--- src/rtl/wb_vmon_msg_pkg.sv ---
// Shared types for the vmon message arbiter: size codes, FSM states, lane mapping.
package wb_vmon_msg_pkg;

  typedef enum logic [1:0] {
    SZ_1B      = 2'd0,
    SZ_2B      = 2'd1,
    SZ_4B      = 2'd2,
    SZ_ILLEGAL = 2'd3
  } size_e;

  typedef enum logic [1:0] {
    ST_IDLE = 2'd0,
    ST_BUS  = 2'd1,
    ST_RSP  = 2'd2
  } state_e;

  // Byte 0 of the message always travels on lane 0; illegal sizes drive no lanes.
  function automatic logic [3:0] size_to_sel(input logic [1:0] sz);
    logic [3:0] sel;
    case (size_e'(sz))
      SZ_1B:   sel = 4'b0001;
      SZ_2B:   sel = 4'b0011;
      SZ_4B:   sel = 4'b1111;
      default: sel = 4'b0000;
    endcase
    return sel;
  endfunction

endpackage

--- src/rtl/wb_vmon_msg_arbiter_rr.sv ---
// Round-robin pick: first asserted request at or after i_ptr, wrapping.
module rr_arbiter #(
  parameter int N_REQ = 4,
  parameter int IDX_W = (N_REQ > 1) ? $clog2(N_REQ) : 1
) (
  input  logic [N_REQ-1:0] i_req,
  input  logic [IDX_W-1:0] i_ptr,
  input  logic             i_en,
  output logic [N_REQ-1:0] o_grant,
  output logic [IDX_W-1:0] o_idx,
  output logic             o_valid
);

  always_comb begin
    int k;
    k       = 0;
    o_grant = '0;
    o_idx   = '0;
    o_valid = 1'b0;
    if (i_en) begin
      for (int i = 0; i < N_REQ; i++) begin
        k = int'(i_ptr) + i;
        if (k >= N_REQ) k = k - N_REQ;
        if (!o_valid && i_req[k]) begin
          o_valid    = 1'b1;
          o_grant[k] = 1'b1;
          o_idx      = IDX_W'(k);
        end
      end
    end
  end

endmodule

--- src/rtl/wb_vmon_msg_arbiter.sv ---
// Round-robin funnel of 1/2/4-byte vmon messages onto single Wishbone classic writes.
// Define WB_VMON_MSG_ARBITER_TIMEOUT_EN to bound each bus cycle to TIMEOUT_CYCLES.
module wb_vmon_msg_arbiter
  import wb_vmon_msg_pkg::*;
#(
  parameter int                       N_REQ          = 4,
  parameter int                       WB_ADDR_WIDTH  = 32,
  parameter int                       WB_DATA_WIDTH  = 32,
  parameter logic [WB_ADDR_WIDTH-1:0] ADDRESS        = 'h0000_0000,
  parameter int                       TIMEOUT_CYCLES = 256
) (
  input  logic                           clk_i,
  input  logic                           rst_ni,
  input  logic [N_REQ-1:0]               req_valid_i,
  output logic [N_REQ-1:0]               req_ready_o,
  input  logic [N_REQ*WB_DATA_WIDTH-1:0] req_data_i,
  input  logic [N_REQ*2-1:0]             req_size_i,
  output logic [N_REQ-1:0]               rsp_valid_o,
  output logic                           rsp_err_o,
  output logic [WB_ADDR_WIDTH-1:0]       ADR,
  output logic [WB_DATA_WIDTH-1:0]       DAT_W,
  output logic                           CYC,
  output logic                           STB,
  output logic                           WE,
  output logic [3:0]                     SEL,
  input  logic                           ACK,
  input  logic                           ERR,
  output logic [1:0]                     dbg_state_o
);

  localparam int         IDX_W  = (N_REQ > 1) ? $clog2(N_REQ) : 1;
  localparam logic [1:0] S_IDLE = ST_IDLE;
  localparam logic [1:0] S_BUS  = ST_BUS;
  localparam logic [1:0] S_RSP  = ST_RSP;

  if (N_REQ < 1 || N_REQ > 16) begin : g_bad_nreq
    $error("N_REQ must be in 1..16");
  end
  if (WB_DATA_WIDTH != 32) begin : g_bad_dw
    $error("WB_DATA_WIDTH must be 32");
  end
  if (TIMEOUT_CYCLES < 1) begin : g_bad_tmo
    $error("TIMEOUT_CYCLES must be at least 1");
  end

  logic [1:0]               r_state;
  logic [IDX_W-1:0]         r_ptr;
  logic [IDX_W-1:0]         r_gidx;
  logic [WB_DATA_WIDTH-1:0] r_data;
  logic [3:0]               r_sel;
  logic                     r_err;
  logic                     r_cyc;

  logic [N_REQ-1:0]         w_grant;
  logic [IDX_W-1:0]         w_gidx;
  logic                     w_any;
  logic                     w_en;
  logic [1:0]               w_sz;
  logic [WB_DATA_WIDTH-1:0] w_data;
  logic [IDX_W-1:0]         w_ptr_nxt;
  logic                     w_tmo_exp;
  logic                     w_term;

  // Handshake: a requester holds valid/data/size until it sees ready; ready is
  // one-hot and high only in the IDLE cycle its message is latched, so valid &&
  // ready marks the single transfer. Dropping valid early simply forgoes the grant.
  assign w_en = (r_state == S_IDLE) && rst_ni;

  rr_arbiter #(
    .N_REQ(N_REQ),
    .IDX_W(IDX_W)
  ) u_rr (
    .i_req  (req_valid_i),
    .i_ptr  (r_ptr),
    .i_en   (w_en),
    .o_grant(w_grant),
    .o_idx  (w_gidx),
    .o_valid(w_any)
  );

  assign w_sz      = req_size_i[{w_gidx, 1'b0} +: 2];
  assign w_data    = req_data_i[int'(w_gidx) * WB_DATA_WIDTH +: WB_DATA_WIDTH];
  assign w_ptr_nxt = (w_gidx == IDX_W'(N_REQ - 1)) ? '0 : w_gidx + 1'b1;

`ifdef WB_VMON_MSG_ARBITER_TIMEOUT_EN
  localparam int TMO_W = $clog2(TIMEOUT_CYCLES + 1);
  logic [TMO_W-1:0] r_tmo;

  // r_tmo counts BUS cycles already spent; the last allowed cycle expires it.
  always_ff @(posedge clk_i or negedge rst_ni) begin
    if (!rst_ni) begin
      r_tmo <= '0;
    end else if (r_state == S_IDLE) begin
      r_tmo <= '0;
    end else if (r_state == S_BUS) begin
      r_tmo <= r_tmo + 1'b1;
    end
  end

  assign w_tmo_exp = (r_state == S_BUS) && (r_tmo == TMO_W'(TIMEOUT_CYCLES - 1));
`else
  assign w_tmo_exp = 1'b0;
`endif

  assign w_term = ACK || ERR || w_tmo_exp;

  always_ff @(posedge clk_i or negedge rst_ni) begin
    if (!rst_ni) begin
      r_state <= S_IDLE;
      r_ptr   <= '0;
      r_gidx  <= '0;
      r_data  <= '0;
      r_sel   <= '0;
      r_err   <= 1'b0;
      r_cyc   <= 1'b0;
    end else begin
      case (r_state)
        S_IDLE: begin
          if (w_any) begin
            r_gidx <= w_gidx;
            r_ptr  <= w_ptr_nxt;
            r_data <= w_data;
            r_sel  <= size_to_sel(w_sz);
            if (w_sz == SZ_ILLEGAL) begin
              r_err   <= 1'b1;
              r_state <= S_RSP;
            end else begin
              r_err   <= 1'b0;
              r_cyc   <= 1'b1;
              r_state <= S_BUS;
            end
          end
        end
        S_BUS: begin
          if (w_term) begin
            r_cyc   <= 1'b0;
            // ERR beats ACK; a timeout without ACK is an error.
            r_err   <= ERR || !ACK;
            r_state <= S_RSP;
          end
        end
        S_RSP:   r_state <= S_IDLE;
        default: r_state <= S_IDLE;
      endcase
    end
  end

  assign req_ready_o = w_grant;
  assign rsp_valid_o = (r_state == S_RSP) ? (N_REQ'(1) << r_gidx) : '0;
  assign rsp_err_o   = (r_state == S_RSP) && r_err;
  assign CYC         = r_cyc;
  assign STB         = r_cyc;
  assign WE          = r_cyc;
  assign ADR         = r_cyc ? ADDRESS : '0;
  assign DAT_W       = r_data;
  assign SEL         = r_sel;
  assign dbg_state_o = r_state;

endmodule
--- config.mk ---
export PLATFORM = sky130hd
export DESIGN_NAME = wb_vmon_msg_arbiter
export DESIGN_NICKNAME = d
export VERILOG_FILES = /design/src/rtl/wb_vmon_msg_pkg.sv /design/src/rtl/wb_vmon_msg_arbiter_rr.sv /design/src/rtl/wb_vmon_msg_arbiter.sv
export SDC_FILE = /design/constraint.sdc
export NUM_CORES = 1
export LEC_CHECK = 0
export ABC_CLOCK_PERIOD_IN_PS = 5300
export CORE_MARGIN = 2
export CORE_UTILIZATION = 40
export DETAILED_ROUTE_END_ITERATION = 6
export DONT_BUFFER_PORTS = 1
export GPL_ROUTABILITY_DRIVEN = 0
export HOLD_SLACK_MARGIN = 0.08
export PLACE_DENSITY = 0.63
export SLEW_MARGIN = 15
export SYNTH_ARGS = -nofsm -noshare
export SYNTH_HDL_FRONTEND = slang
export SYNTH_SLANG_ARGS = --single-unit
--- constraint.sdc ---
create_clock -name clk_i -period 5.3 [get_ports clk_i]
set_input_delay 0.53 -clock clk_i [delete_from_list [all_inputs] [get_ports clk_i]]
set_output_delay 0.53 -clock clk_i [all_outputs]
set_load 0.005 [all_outputs]
[Yosys cells after proc, flatten, opt, wreduce, memory -nomap -nowiden]
Index checks and enable logic that the tools add are counted.
Storage, ports and cells
  bits in latches: 0
  bits in writable memories: 0
  flip-flop bits (word level): 44
  bits in read-only memories: 0
  input port bits: 144
  memories: 0
  logic and storage cells: 128
Cells by class
  add/sub/neg operators: 8
  $lt $le $gt $ge: 12
  reductions and logical operators: 22
  shift-type cells: 3
  equal/unequal tests: 9
  div/mod/pow operators: 0
  multiplexer cells: 64
  multipliers: 0
  bitwise operators: 3
Operator list (count)
  $mux W32: 8
  $ge A32 B1 Y1 const B: 4
  $lt A32 B4 Y1 const B: 4
  $shiftx A128 B8 Y32: 1
  $ge A32 B4 Y1 const B: 3
  $sub A32 B4 Y32 const B: 3
  $mux W4: 9
  $mux W1: 26
  $mux W2: 9
  $or A4 B4 Y4: 3
  $pmux W4 S3: 1
  $logic_and A1 B1 Y1: 9
  $bmux W1 S2: 4
  $demux W1 S2: 4
  $eq A2 B2 Y1 const B: 4
  $shiftx A8 B4 Y2: 1
  $add A2 B2 Y3 const B: 2
  $eq A2 B1 Y1 const B: 2
  $logic_not A1 Y1: 4
  $logic_not A2 Y1: 2
  $ne A2 B2 Y1 const B: 2
  $pmux W1 S2: 2
  $pmux W2 S2: 1
  $reduce_and A2 Y1: 2
  other kinds (10): 11

[Logic depth before layout (Yosys ltp)]
  word-level depth: 25
  depth in mapped cells: 16
  mapped depth without buffers: 12

[Cells and area by module]
Synthesis repeated with hierarchy kept, for this count alone.
Second synthesis, totals
  cells, all modules: 331
  area total of the unflattened synthesis: 3574.7 µm²
Modules (own cells, without submodules)
  wb_vmon_msg_arbiter: cells an instance 282, seq. area each 1076.0 µm², instances 1, area each 3135.5 µm²
  rr_arbiter: cells an instance 49, seq. area each 0.0 µm², instances 1, area each 439.2 µm²

[Worst setup path before layout]
No wires, ideal clock.
  kind: flip-flop to flip-flop
  start: register r_ptr[0]
  end: register r_cyc, in the netlist CYC
  arrival time: 3656 ps
  path slack: 1561 ps
  cell stages (with the launch flop): 17
  data required time: 5217 ps
  path buffers: 4
  cell sequence: dfrtp_1 -> buf_6 -> buf_4 -> buf_1 -> inv_1 -> ha_1 -> mux4_2 -> nor2b_4 -> o21ai_1 -> a21oi_4 -> buf_6 -> mux2i_1 -> mux2i_1 -> ha_1 -> nor2_1 -> nor2_1 -> o21ai_0
On the way
  longest elaborated chain between the ends: 24
RTL lines
  start: declaration: RTL line wb_vmon_msg_arbiter.sv:47  | logic [IDX_W-1:0] r_ptr;
  start signal: assignment: RTL line wb_vmon_msg_arbiter.sv:121  | r_ptr <= w_ptr_nxt;
  parallel branches: the longest is 23 deep, another holds $sub A32 B4 Y32
  $reduce_and A4 Y1 (no line) *
  end signal: assignment: RTL line wb_vmon_msg_arbiter.sv:115  | r_cyc <= 1'b0;
  end signal: assignment: RTL line wb_vmon_msg_arbiter.sv:129  | r_cyc <= 1'b1;
  end signal: assignment: RTL line wb_vmon_msg_arbiter.sv:136  | r_cyc <= 1'b0;
  end: declaration: RTL line wb_vmon_msg_arbiter.sv:52  | logic r_cyc;
Mark *: on every way between the ends. The select of a mux whose other input is x is not followed.
A chain may end at the register's enable or synchronous reset.

[Worst setup path in the final report]
  start: register r_ptr[0]
  end: register r_data[30], in the netlist DAT_W[30]
On the way
  longest elaborated chain between the ends: 21
RTL lines
  parallel branches: the longest is 21 deep, another holds $sub A32 B4 Y32
  end signal: assignment: RTL line wb_vmon_msg_arbiter.sv:122  | r_data <= w_data;
  end: declaration: RTL line wb_vmon_msg_arbiter.sv:49  | logic [WB_DATA_WIDTH-1:0] r_data;
Several ways; the timed one is not identified. The select of a mux whose other input is x is not followed.

==> flow_summary_export.csv <==
group,metric,value,unit
pwr,power-per-cell-area,653,nW/um2
pwr,ir_worst_vdd,272,uV
cts,clock_latency,0.30,ns
cells_and_area,drive_above_1_share,0.160,
run,max-cap-violations,0,
cts,cts_setup_buffers,0,
worst_setup_path,start_kind,"register",
cells_and_area,n_antenna_cell,0,
detailed_routing,routed.top_layer,"met4",
worst_setup_path,cp_max_fo,28,
global_routing,groute.usage.overall,0.188,
global_routing,antenna_found_initial,0,
logic_synthesis,avgSynthCellArea,10.1,um2
cells_and_area,nNetsFinal,500,
logic_synthesis,synth.top_cell.area_share,0.296,
sta,final.setup_skew,0.0102,ns
cts,cts.clk_slew.worst_paths,0.10,ns
pwr,p_sw,1.14,mW
global_routing,first_global_vias,2699,
detailed_routing,drt-pass1-iter-count,4,
cts,cts_resized,0,
logic_synthesis,yosys_register_bits,43,
hold_path,hp-class,"input port to register",
global_routing,grt.overflow.total,0,
sta,post-route-period-util,0.720,
floorplanning,dieArea,9860,um2
pwr,p_int,1.25,mW
worst_setup_path,cp_data_required_time,5.49,ns
floorplanning,dieWidth,99.3,um
global_routing,grt_pass1_wl,14600,um
detailed_routing,routed-wl-met3,783,um
cells_and_area,mostFrequentLayoutCells,"mux2i_1 (64), dfrtp_1 (43), nor2_1 (43)",
pwr,p_clk_frac,0.097,
pwr,switching_share,0.476,
cts,cts_buffers,5,
logic_synthesis,ys_types,46,
cts,clockBufferDepth,2,
cts,htree_levels,2,
pwr,p_leak,1.56,nW
floorplanning,std_cell_rows,34,
detailed_routing,via_per_inst,5.89,
placed_design,dpl.cell_count,448,
sta,tns,0,ns
detailed_routing,route.detailed.drc,0,
logic_synthesis,synth_largest_area_cell,"dfrtp_1",
sta,relSlewSlack,0.232,
worst_setup_path,cp.arrival,4.01,ns
floorplanning,io_pins,226,
run_status,outcome,"complete, no violations",
cells_and_area,fin_util,0.417,
detailed_routing,wl,9600,um
sta,finalSetupViolCount,0,
floorplanning,core_area,8760,um2
logic_synthesis,synth.area.top_cells,"dfrtp_1 (30%), mux2i_1 (18%), a221oi_2 (9.9%)",
detailed_routing,routedWlPerCell,21.0,um
logic_synthesis,syn-cell-area,3630,um2
cts,clockRootBuffer,"clkbuf_8",
sta,hold_viol,0,
detailed_routing,met1_length,3730,um
logic_synthesis,synth_warnings,0,
placed_design,portBuffers,0,
pwr,total_power,2.39,mW
sta,whs,0.451,ns
detailed_routing,dr_wl_met2,4960,um
worst_setup_path,crit_type,"register to register",
floorplanning,die_h,99.3,um
cts,cts.sinks,43,
cts,cts_tree,"yes",
cells_and_area,final_cells,458,
detailed_routing,drt_first_iter_violations,81,
global_routing,grt_max_degree,44,
detailed_routing,ant_nets,0,
sta,fmax,0.262,GHz
sta,finalCriticalPeriod,3.82,ns
cells_and_area,area_growth,0.724,%
sta,drv_slew,0,
cells_and_area,mostFrequentLayoutCell,"mux2i_1",
floorplanning,initial_utilization,0.414,
logic_synthesis,synthCells,361,
logic_synthesis,ys_seq_area_frac,0.296,
placed_design,dp_hpwl,7300,um
sta,worst_pin_slew,1.15,ns
sta,grt_setup_unrepaired,"no",
pwr,p_comb_frac,0.634,
detailed_routing,via_count,2696,
pwr,pwr-share-seq,0.269,
cells_and_area,filler_cell_count,865,
worst_setup_path,end_kind,"register",
cts,postCtsHoldBufs,2,
[worst max-delay path: stages (launching register included)]
cell and delay [ns]:
dfrtp_1 0.34, buf_4 0.31, inv_1 0.15, ha_1 0.43, mux4_2 0.63, nor2b_4 0.23
nor2_4 0.12, xnor2_4 0.30, buf_4 0.45, mux2_2 0.39, a221o_1 0.32
[synth_stat cells, drive strengths merged]
cell / n
a22oi: 6
nand3: 1
a21oi: 7
mux4: 4
nand2b: 6
o221ai: 3
a21boi: 1
dfrtp: 43
or2: 1
a211oi: 3
a21o: 3
o211a: 2
buf: 51
xnor2: 3
and2: 2
ha: 7
nor2: 45
nor2b: 3
and3b: 3
a221oi: 31
nor3: 9
conb: 1
a221o: 5
nand2: 19
a2111oi: 2
o221a: 1
mux2i: 64
clkbuf: 6
mux2: 3
nor3b: 3
o211ai: 3
o21ai: 10
and3: 1
inv: 9
[per-layer routing]
layer	track usage	vias to the layer above
li1	-	1254
met1	0.229	1292
met2	0.332	141
met3	0.0492	9
met4	0.0400	0
met5	0	-
[cell families (layout without fill, tap and decap cells)]
| logic type | count (synthesis) | after routing | share of synthesized area |
|---|---|---|---|
| mux | 71 | 71 | 0.211 |
| simple gates | 93 | 93 | 0.121 |
| xor+xnor | 3 | 3 | 0.0124 |
| compound gates | 77 | 77 | 0.212 |
| buf+inv | 66 | 24 | 0.123 |
| fa+ha+maj | 7 | 7 | 0.0241 |
| other cells | 1 | 32 | 0.00103 |
| flops | 43 | 43 | 0.296 |
[final timing paths]
kind / endpoint / slack, ns / depth (start not counted) / from
max: DAT_W[30] / 1.48 / 10 / r_ptr[0]
min: r_err / 0.45 / 2 / ERR
max reg2reg: DAT_W[30] / 1.48 / 10 / r_ptr[0]
min reg2reg: r_err / 0.48 / 2 / r_err
max in group asynchronous: dbg_state_o[1] / 4.37 / 2 / rst_ni
min in group asynchronous: DAT_W[30] / 0.73 / 2 / rst_ni
[flip-flops by register name, summed over array words and instances (netlist names)]
signal       count
r_err            1
dbg_state_o      2
r_gidx           2
r_ptr            2
CYC              1
DAT_W           32
SEL              3
[cell type report]
type | instances | area (um2) | share of cell area
Tap cell | 108 | 135 | 0.0369
Timing Repair Buffer | 7 | 75.1 | 0.0205
Clock inverter | 3 | 26.3 | 0.00718
Inverter | 9 | 33.8 | 0.00924
Clock buffer | 5 | 68.8 | 0.0188
Sequential cell | 43 | 1080 | 0.294
Multi-Input combinational cell | 283 | 2240 | 0.613
[metrics by stage]
stage	instance area, um2	setup WS [ns]
after global routing	3660	1.21
final	3660	1.48
after floorplan	3750	1.56
after CTS	3660	1.46
after detailed placement	3520	1.49
after global placement	3520	1.62
[power by group through the flow]
| stage | clock network [mW] | registers (mW) | logic, mW |
|---|---|---|---|
| after global routing | 0.255 | 0.664 | 1.67 |
| after detailed placement | 0 | 0.649 | 1.53 |
| after CTS | 0.240 | 0.647 | 1.54 |
| after floorplan | 0 | 0.601 | 1.38 |
| after global placement | 0 | 0.653 | 1.47 |
| final | 0.231 | 0.641 | 1.51 |
Note: power is estimated with default switching activity, not from simulation.
